## src/rtl/i2c_master.sv

```systemverilog
// i2c_master -- bit-level I2C/SCCB engine driven by byte commands.
//
// Handshake: req is a one-cycle request that is honoured only while the
// engine is idle; cmd and din are captured in that same cycle. done is a
// one-cycle pulse on the cycle the engine returns to idle, so a new req may
// be issued in the done cycle itself. A req seen while busy is dropped.
//
// Ports:
//   clk, rst_n      clock, asynchronous active-low reset
//   req, cmd, din   command request; cmd bit0 START, bit1 WRITE, bit2 READ,
//                   bit3 STOP (bits may be combined); din is the write byte
//   done            one-cycle completion pulse
//   dout            last read byte, updated at the done of a READ
//   slave_ack       ACK bit sampled in the last WRITE (0 = ACK), updated at done
//   scl             push-pull SCL
//   sda_out, sda_oe SDA drive value and enable (0 = released, bus pulls high)
//   sda_in          SDA pin, double-flop synchronised before use
//
// Each bus period is SCL_PERIOD clocks: SCL low for phases 0..SCL_HALF-1 and
// high for the rest. SDA changes at LOW_HALF and is sampled (or makes the
// START/STOP edge) at HIGH_HALF. Registered outputs are loaded one phase
// early so the change is visible exactly at the named phase.
module i2c_master #(
  parameter int SCL_PERIOD = 250,
  parameter int SCL_HALF   = 125,
  parameter int LOW_HALF   = 65,
  parameter int HIGH_HALF  = 190
) (
  input  logic       clk,
  input  logic       rst_n,
  input  logic       req,
  input  logic [3:0] cmd,
  input  logic [7:0] din,
  output logic       done,
  output logic [7:0] dout,
  output logic       slave_ack,
  output logic       scl,
  output logic       sda_out,
  output logic       sda_oe,
  input  logic       sda_in
);

  localparam logic [7:0] PH_LAST     = 8'(SCL_PERIOD - 1);
  localparam logic [7:0] PH_SCL_RISE = 8'(SCL_HALF - 1);
  localparam logic [7:0] PH_SDA_SET  = 8'(LOW_HALF - 1);
  localparam logic [7:0] PH_EDGE     = 8'(HIGH_HALF - 1);
  localparam logic [7:0] PH_SAMPLE   = 8'(HIGH_HALF);

  typedef enum logic [2:0] {
    S_IDLE, S_START, S_WRITE, S_RACK, S_READ, S_MACK, S_STOP
  } state_t;

  state_t     state;
  logic [7:0] phase_cnt;
  logic [3:0] bit_cnt;
  logic [3:1] cmd_q;       // START is only needed to pick the first state
  logic [7:0] din_q;
  logic [7:0] rx_q;
  logic       ack_q;
  logic       sda_meta;
  logic       sda_sync;

  state_t first_state;
  state_t end_next;
  logic   period_end;
  logic   last_period;

  // First bus phase of a freshly requested command; WRITE wins over READ.
  always_comb begin
    first_state = S_IDLE;
    if (cmd[0])      first_state = S_START;
    else if (cmd[1]) first_state = S_WRITE;
    else if (cmd[2]) first_state = S_READ;
    else if (cmd[3]) first_state = S_STOP;
  end

  // Successor of the current phase once its last period finishes.
  always_comb begin
    end_next = S_IDLE;
    case (state)
      S_START: begin
        if (cmd_q[1])      end_next = S_WRITE;
        else if (cmd_q[2]) end_next = S_READ;
        else if (cmd_q[3]) end_next = S_STOP;
      end
      S_WRITE: end_next = S_RACK;
      S_RACK:  end_next = cmd_q[3] ? S_STOP : S_IDLE;
      S_READ:  end_next = S_MACK;
      S_MACK:  end_next = cmd_q[3] ? S_STOP : S_IDLE;
      default: end_next = S_IDLE;
    endcase
  end

  assign period_end  = (phase_cnt == PH_LAST);
  assign last_period = ((state == S_WRITE) || (state == S_READ)) ? (bit_cnt == 4'd7) : 1'b1;

  always_ff @(posedge clk or negedge rst_n) begin
    if (!rst_n) begin
      state     <= S_IDLE;
      phase_cnt <= '0;
      bit_cnt   <= '0;
      cmd_q     <= '0;
      din_q     <= '0;
      rx_q      <= '0;
      ack_q     <= 1'b0;
      sda_meta  <= 1'b1;
      sda_sync  <= 1'b1;
      done      <= 1'b0;
      dout      <= '0;
      slave_ack <= 1'b0;
      scl       <= 1'b1;
      sda_out   <= 1'b1;
      sda_oe    <= 1'b0;
    end else begin
      done     <= 1'b0;
      sda_meta <= sda_in;
      sda_sync <= sda_meta;

      if (state == S_IDLE) begin
        phase_cnt <= '0;
        bit_cnt   <= '0;
        if (req) begin
          cmd_q <= cmd[3:1];
          din_q <= din;
          state <= first_state;
          if (first_state == S_IDLE) begin
            done <= 1'b1;          // empty command: acknowledge, no bus activity
          end else begin
            scl <= 1'b0;
          end
          if (first_state == S_START) begin
            sda_oe  <= 1'b1;
            sda_out <= 1'b1;
          end
        end
      end else begin
        phase_cnt <= period_end ? 8'd0 : phase_cnt + 8'd1;
        if (phase_cnt == PH_SCL_RISE) scl <= 1'b1;

        case (state)
          S_START: begin
            if (phase_cnt == PH_EDGE) sda_out <= 1'b0;   // START: SDA falls, SCL high
          end
          S_WRITE: begin
            if (phase_cnt == PH_SDA_SET) begin
              sda_oe  <= 1'b1;
              sda_out <= din_q[3'd7 - bit_cnt[2:0]];
            end
          end
          S_RACK: begin
            if (phase_cnt == PH_SDA_SET) begin
              sda_oe  <= 1'b0;
              sda_out <= 1'b1;
            end
            if (phase_cnt == PH_SAMPLE) ack_q <= sda_sync;
          end
          S_READ: begin
            if (phase_cnt == PH_SDA_SET) begin
              sda_oe  <= 1'b0;
              sda_out <= 1'b1;
            end
            if (phase_cnt == PH_SAMPLE) rx_q <= {rx_q[6:0], sda_sync};
          end
          S_MACK: begin
            if (phase_cnt == PH_SDA_SET) begin
              sda_oe  <= 1'b1;
              sda_out <= cmd_q[3];                     // NACK the last byte before STOP
            end
          end
          S_STOP: begin
            if (phase_cnt == PH_SDA_SET) begin
              sda_oe  <= 1'b1;
              sda_out <= 1'b0;
            end
            if (phase_cnt == PH_EDGE) sda_out <= 1'b1; // STOP: SDA rises, SCL high
          end
          default: ;
        endcase

        if (period_end) begin
          // SCL is parked low between commands; only STOP leaves it high.
          if (state != S_STOP) scl <= 1'b0;
          if (!last_period) begin
            bit_cnt <= bit_cnt + 4'd1;
          end else begin
            bit_cnt <= '0;
            state   <= end_next;
            if (end_next == S_IDLE) begin
              done    <= 1'b1;
              sda_oe  <= 1'b0;
              sda_out <= 1'b1;
              if (cmd_q[1])      slave_ack <= ack_q;
              else if (cmd_q[2]) dout      <= rx_q;
            end
          end
        end
      end
    end
  end

endmodule
```

## config.mk

```make
export PLATFORM = sky130hd
export DESIGN_NAME = i2c_master
export DESIGN_NICKNAME = d
export VERILOG_FILES = /design/src/rtl/i2c_master.sv
export SDC_FILE = /design/constraint.sdc
export NUM_CORES = 1
export LEC_CHECK = 0
export ABC_AREA = 1
export CAP_MARGIN = 0
export CORE_MARGIN = 2
export CORE_UTILIZATION = 45
export CTS_BUF_LIST = sky130_fd_sc_hd__clkbuf_16
export CTS_CLUSTER_DIAMETER = 100
export DETAILED_ROUTE_END_ITERATION = 10
export PLACE_DENSITY = 0.66
export SETUP_SLACK_MARGIN = 0.02
export SLEW_MARGIN = 40
export SYNTH_ARGS = -nofsm -noshare
export SYNTH_HDL_FRONTEND = slang
export SYNTH_SLANG_ARGS = --single-unit
```

## constraint.sdc

```tcl
create_clock -name clk -period 3.83 [get_ports clk]
set_input_delay 1.149 -clock clk [delete_from_list [all_inputs] [get_ports clk]]
set_output_delay 1.149 -clock clk [all_outputs]
set_load 0.02 [all_outputs]
```

==> results_tabular.tex <==
\begin{tabular}{lr}
\hline
Metric & Value \\
\hline
\multicolumn{2}{l}{\textbf{Status}} \\
\quad Result of the run & complete, no violations \\
\multicolumn{2}{l}{\textbf{Synth}} \\
\quad Post-synthesis register bit count & 50 \\
\quad Simple-gate share of the synthesized area & 26.09\% \\
\quad Post-synth EDFFs & 0 \\
\quad Total nets after synthesis & 340 \\
\quad Avg Synthesized Cell Area & 8.103 um2 \\
\quad Fraction of synthesis flops using an asynchronous set or reset pin & 100.0\% \\
\quad Part of the Yosys area used for sequential elements & between 40\% and 50\% \\
\quad Post-synthesis xor/xnor area fraction & $\sim$1.4\% \\
\quad Synth Area in Compound Gates & between 10\% and 20\% \\
\quad Number of instances in the synthesized netlist & around 320 \\
\quad Proportion of synthesized area in mux cells & 0.3872\% \\
\quad Prevailing post-synth register cell & dfrtp\_1 \\
\quad Post-synthesis instance area & around 2600 um2 \\
\quad Total number of yosys warnings & 0 \\
\quad Adder-Cell Fraction of Synth Area & between 2 and 2.5\% \\
\quad Synth unique cells & 35 \\
\quad Main combinational cell family by area after synthesis & simple AND/OR/NAND/NOR gates \\
\multicolumn{2}{l}{\textbf{Pwr}} \\
\quad Net Sw Power & $\sim$240 uW \\
\quad Cell-internal power & 871.9 uW \\
\quad Combinational group share of total power & between 5 and 6\% \\
\quad Clock group share of total power & 45.3\% \\
\quad Leakage Power & around 0.0014 uW \\
\quad Power density cells & about 360 nW/um2 \\
\quad Sequential share of power & 49.3\% \\
\quad Largest voltage drop on the vdd net & 0.0002104 V \\
\quad Switching share of power & roughly 22\% \\
\multicolumn{2}{l}{\textbf{Drt}} \\
\quad Wirelength, routed & 5.358 mm \\
\quad Initial drt markers & 141 \\
\quad Count of TritonRoute iterations in the first routing pass & 4 \\
\quad Wire per inst & about 13 um \\
\quad Total number of vias & 2084 \\
\quad DR vias/cell & roughly 5.0 \\
\quad Antenna-violating nets left & 0 \\
\quad Remaining design rule violation count & 0 \\
\multicolumn{2}{l}{\textbf{Clocking}} \\
\quad CTS Root Buffer Type & clkbuf\_16 \\
\quad Total clock buffers created by CTS & 5 \\
\quad Number of gates resized after CTS & 0 \\
\quad Clock insertion delay at the later pin of the skew report & between 0.2 and 0.3 ns \\
\quad Hold-fix buffer count after cts & 0 \\
\quad CTS tree & yes \\
\quad Number of sinks handled by clock tree synthesis & 50 \\
\quad Post-CTS setup repair buffer count & 0 \\
\quad CTS Buffer Depth & 2 \\
\quad Maximum level of the CTS H-tree & 2 \\
\quad Clock transition at the register clock pins on the worst setup and hold paths after CTS & 0.07 ns \\
\multicolumn{2}{l}{\textbf{Critical path}} \\
\quad Critical path buffer and inverter count & 1 \\
\quad Maximum net fanout on the critical path & 6 \\
\quad Standard cell with the maximum stage delay on the critical path & clkdlybuf4s50\_1 \\
\quad Kind of end point of the critical path & output port \\
\quad Launch point of the worst reg-to-reg path & state[0] \\
\quad Cell family with the largest share of critical-path delay & buffers and inverters \\
\quad Startpoint of the most critical setup path & sda\_out \\
\quad Cell breakdown of the critical path & clkdlybuf4s50\_1 \\
\quad Data arrival, critical path & $\sim$1.5 ns \\
\quad CP max stage delay & between 0.6 and 0.7 ns \\
\quad Type of the worst setup path & flip-flop to output port \\
\quad Crit path required time & 2.68 ns \\
\quad Startpoint class of the critical path & flip-flop \\
\multicolumn{2}{l}{\textbf{Final layout}} \\
\quad Nets & 369 \\
\quad Synthesis-to-layout area growth & 18.83\% \\
\quad Leading cell type in the layout, fill and taps excluded & nand2\_1 \\
\quad Layout cell share with drive strength beyond 1 & between 10\% and 20\% \\
\quad Final std cell area, no fill & 3072 um2 \\
\quad Non-filler cells in the finished layout & $\sim$420 \\
\quad Count of fill cells added during filler insertion & about 540 \\
\quad Diode insertion count for antenna repair & 0 \\
\quad Leading cell types in the layout, fill and taps excluded & nand2\_1, dfrtp\_1, inv\_1, nor2\_1, clkdlybuf4s50\_1 \\
\multicolumn{2}{l}{\textbf{Timing}} \\
\quad Pin slew with the least headroom to its limit & about 0.7 ns \\
\quad Max-slew violation count & 0 \\
\quad Final-report hold violation count & 0 \\
\quad Setup slack after layout & roughly 1.2 ns \\
\quad Time the worst path needs with I/O delays and setup & between 2 and 3 ns \\
\quad RSZ-0062 raised after global routing & no \\
\quad Slew HR & about 53\% \\
\quad Final worst hold slack & 0.3586 ns \\
\quad Total negative slack & 0 ns \\
\quad Maximum clock frequency & 379.3 MHz \\
\quad Worst clock skew & 0.003070 ns \\
\quad Portion of the clock cycle consumed by the worst path in the final layout & slightly below 70\% \\
\quad Total setup violations reported at the end of the flow & 0 \\
\multicolumn{2}{l}{\textbf{Global routing}} \\
\quad First-pass GRT wire length & 8.970 mm \\
\quad Pin count of the biggest net entering global routing & 31 \\
\quad GRT Residual Overflow & 0 \\
\quad Grt peak-use layer & met2 \\
\quad Global-route track usage on met3 & under 10\% \\
\quad GR met2 Demand/Resource & between 20\% and 30\% \\
\quad Met1 capacity usage during global routing & about 24\% \\
\quad GRT Resource Usage Total & 18.19\% \\
\quad Antenna violations before repair & 0 \\
\quad Vias in the first global route & 1912 \\
\multicolumn{2}{l}{\textbf{Placement}} \\
\quad HPWL reported at the end of detailed placement & between 3 and 4 mm \\
\quad Placer Congestion & about 0.87 \\
\quad Placed Instances & around 410 \\
\quad Port bufs & 28 \\
\quad Area of placed instances & slightly below 3000 um2 \\
\quad Placement Setup Slack & between 1 and 1.5 ns \\
\multicolumn{2}{l}{\textbf{Floorplanning}} \\
\quad Io pins & 29 \\
\quad Std-Cell Rows & 27 \\
\quad Core area & between 5000 and 6000 um2 \\
\quad Initial Util & between 40\% and 50\% \\
\quad Die Span Y & between 70 and 80 um \\
\quad Die footprint & 6366 um2 \\
\quad Die X-Extent & $\sim$80 um \\
\multicolumn{2}{l}{\textbf{Worst hold path}} \\
\quad Critical hold path startpoint & sda\_meta \\
\quad Tightest Hold Check Type & flip-flop to flip-flop \\
\multicolumn{2}{l}{\textbf{Run}} \\
\quad Max capacitance violation total & 0 \\
\hline
\end{tabular}
## layout make-up
class                           instances  area (um2)  share of cell area [%]
Timing Repair Buffer                   29       282.8                   9.206
Multi-Input combinational cell        217        1107                   36.05
Sequential cell                        50        1256                   40.90
Inverter                               45       168.9                   5.499
Clock buffer                            5       125.1                   4.073
Clock inverter                          3       41.29                   1.344
Tap cell                               72       90.09                   2.933
## power groups by stage
| stage | clock, uW | sequential [uW] | combinational (uW) |
|---|---|---|---|
| final | 504 | 548 | 59.5 |
| after CTS | 513 | 548 | 60.8 |
| after global placement | 0 | 557 | 59.3 |
| after detailed placement | 0 | 558 | 60.3 |
| after global routing | 529 | 548 | 67.5 |
| after floorplan | 0 | 558 | 22.7 |
## routing by layer
metal / share of wire [%] / vias up / wire [um]
met2: 47 / 38 / 2513
met3: 3.5 / 9 / 189
li1: - / 1068 / -
met4: 2.3 / 0 / 125
met1: 47 / 969 / 2530
met5: 0 / - / 0
## state kept, by name, indices dropped and copies added (netlist names)
register   cells
phase_cnt      8
rx_q           8
din_q          8
ack_q          1
sda_oe         1
state          3
done           1
cmd_q          3
slave_ack      1
dout           8
sda_out        1
sda_meta       1
bit_cnt        4
scl            1
sda_sync       1
## through the flow
step           total power [uW]  utilization (%)
2_1_floorplan             580.5                -
3_3_place_gp              616.3            52.44
3_5_place_dp              617.9            52.44
4_1_cts                    1121            55.44
5_1_grt                    1145            55.44
6_report                   1111            55.44
## cell families after synthesis
kind of cell | count (synthesis)
multiplexers | 1
flip-flops | 50
AND/OR/NAND/NOR | 151
buffers and inverters | 52
XOR/XNOR | 4
adder cells (fa/ha/maj) | 5
AO/OA/AOI/OAI | 56
## Yosys cell counts, types with 2 or more instances
cell	number	area (um2)
o21ai_1	8	40.04
nor2_1	33	123.9
nand3_1	18	90.09
a21oi_1	14	70.07
dfrtp_1	46	1151
nand2_2	4	25.02
a21oi_2	3	26.28
buf_6	3	33.78
o21ai_0	21	105.1
inv_2	5	18.77
nand2_1	80	300.3
ha_1	5	62.56
xor2_1	3	26.28
buf_2	3	15.01
o21ai_2	7	61.31
nor3_1	5	25.02
nor2_4	2	22.52
inv_1	39	146.4
dfstp_2	4	105.1
## path summary, 6_finish.rpt
check                      endpoint  slack (ns)  cells past startpoint
setup / recovery            sda_out        1.19                      1
hold / removal             sda_sync        0.36                      0
setup reg to reg           state[0]        1.86                      9
hold reg to reg            sda_sync        0.36                      0
max in group asynchronous  sda_sync        2.13                      2
min in group asynchronous    sda_oe        0.90                      1
No activity file was read; power rests on OpenSTA's default activity.
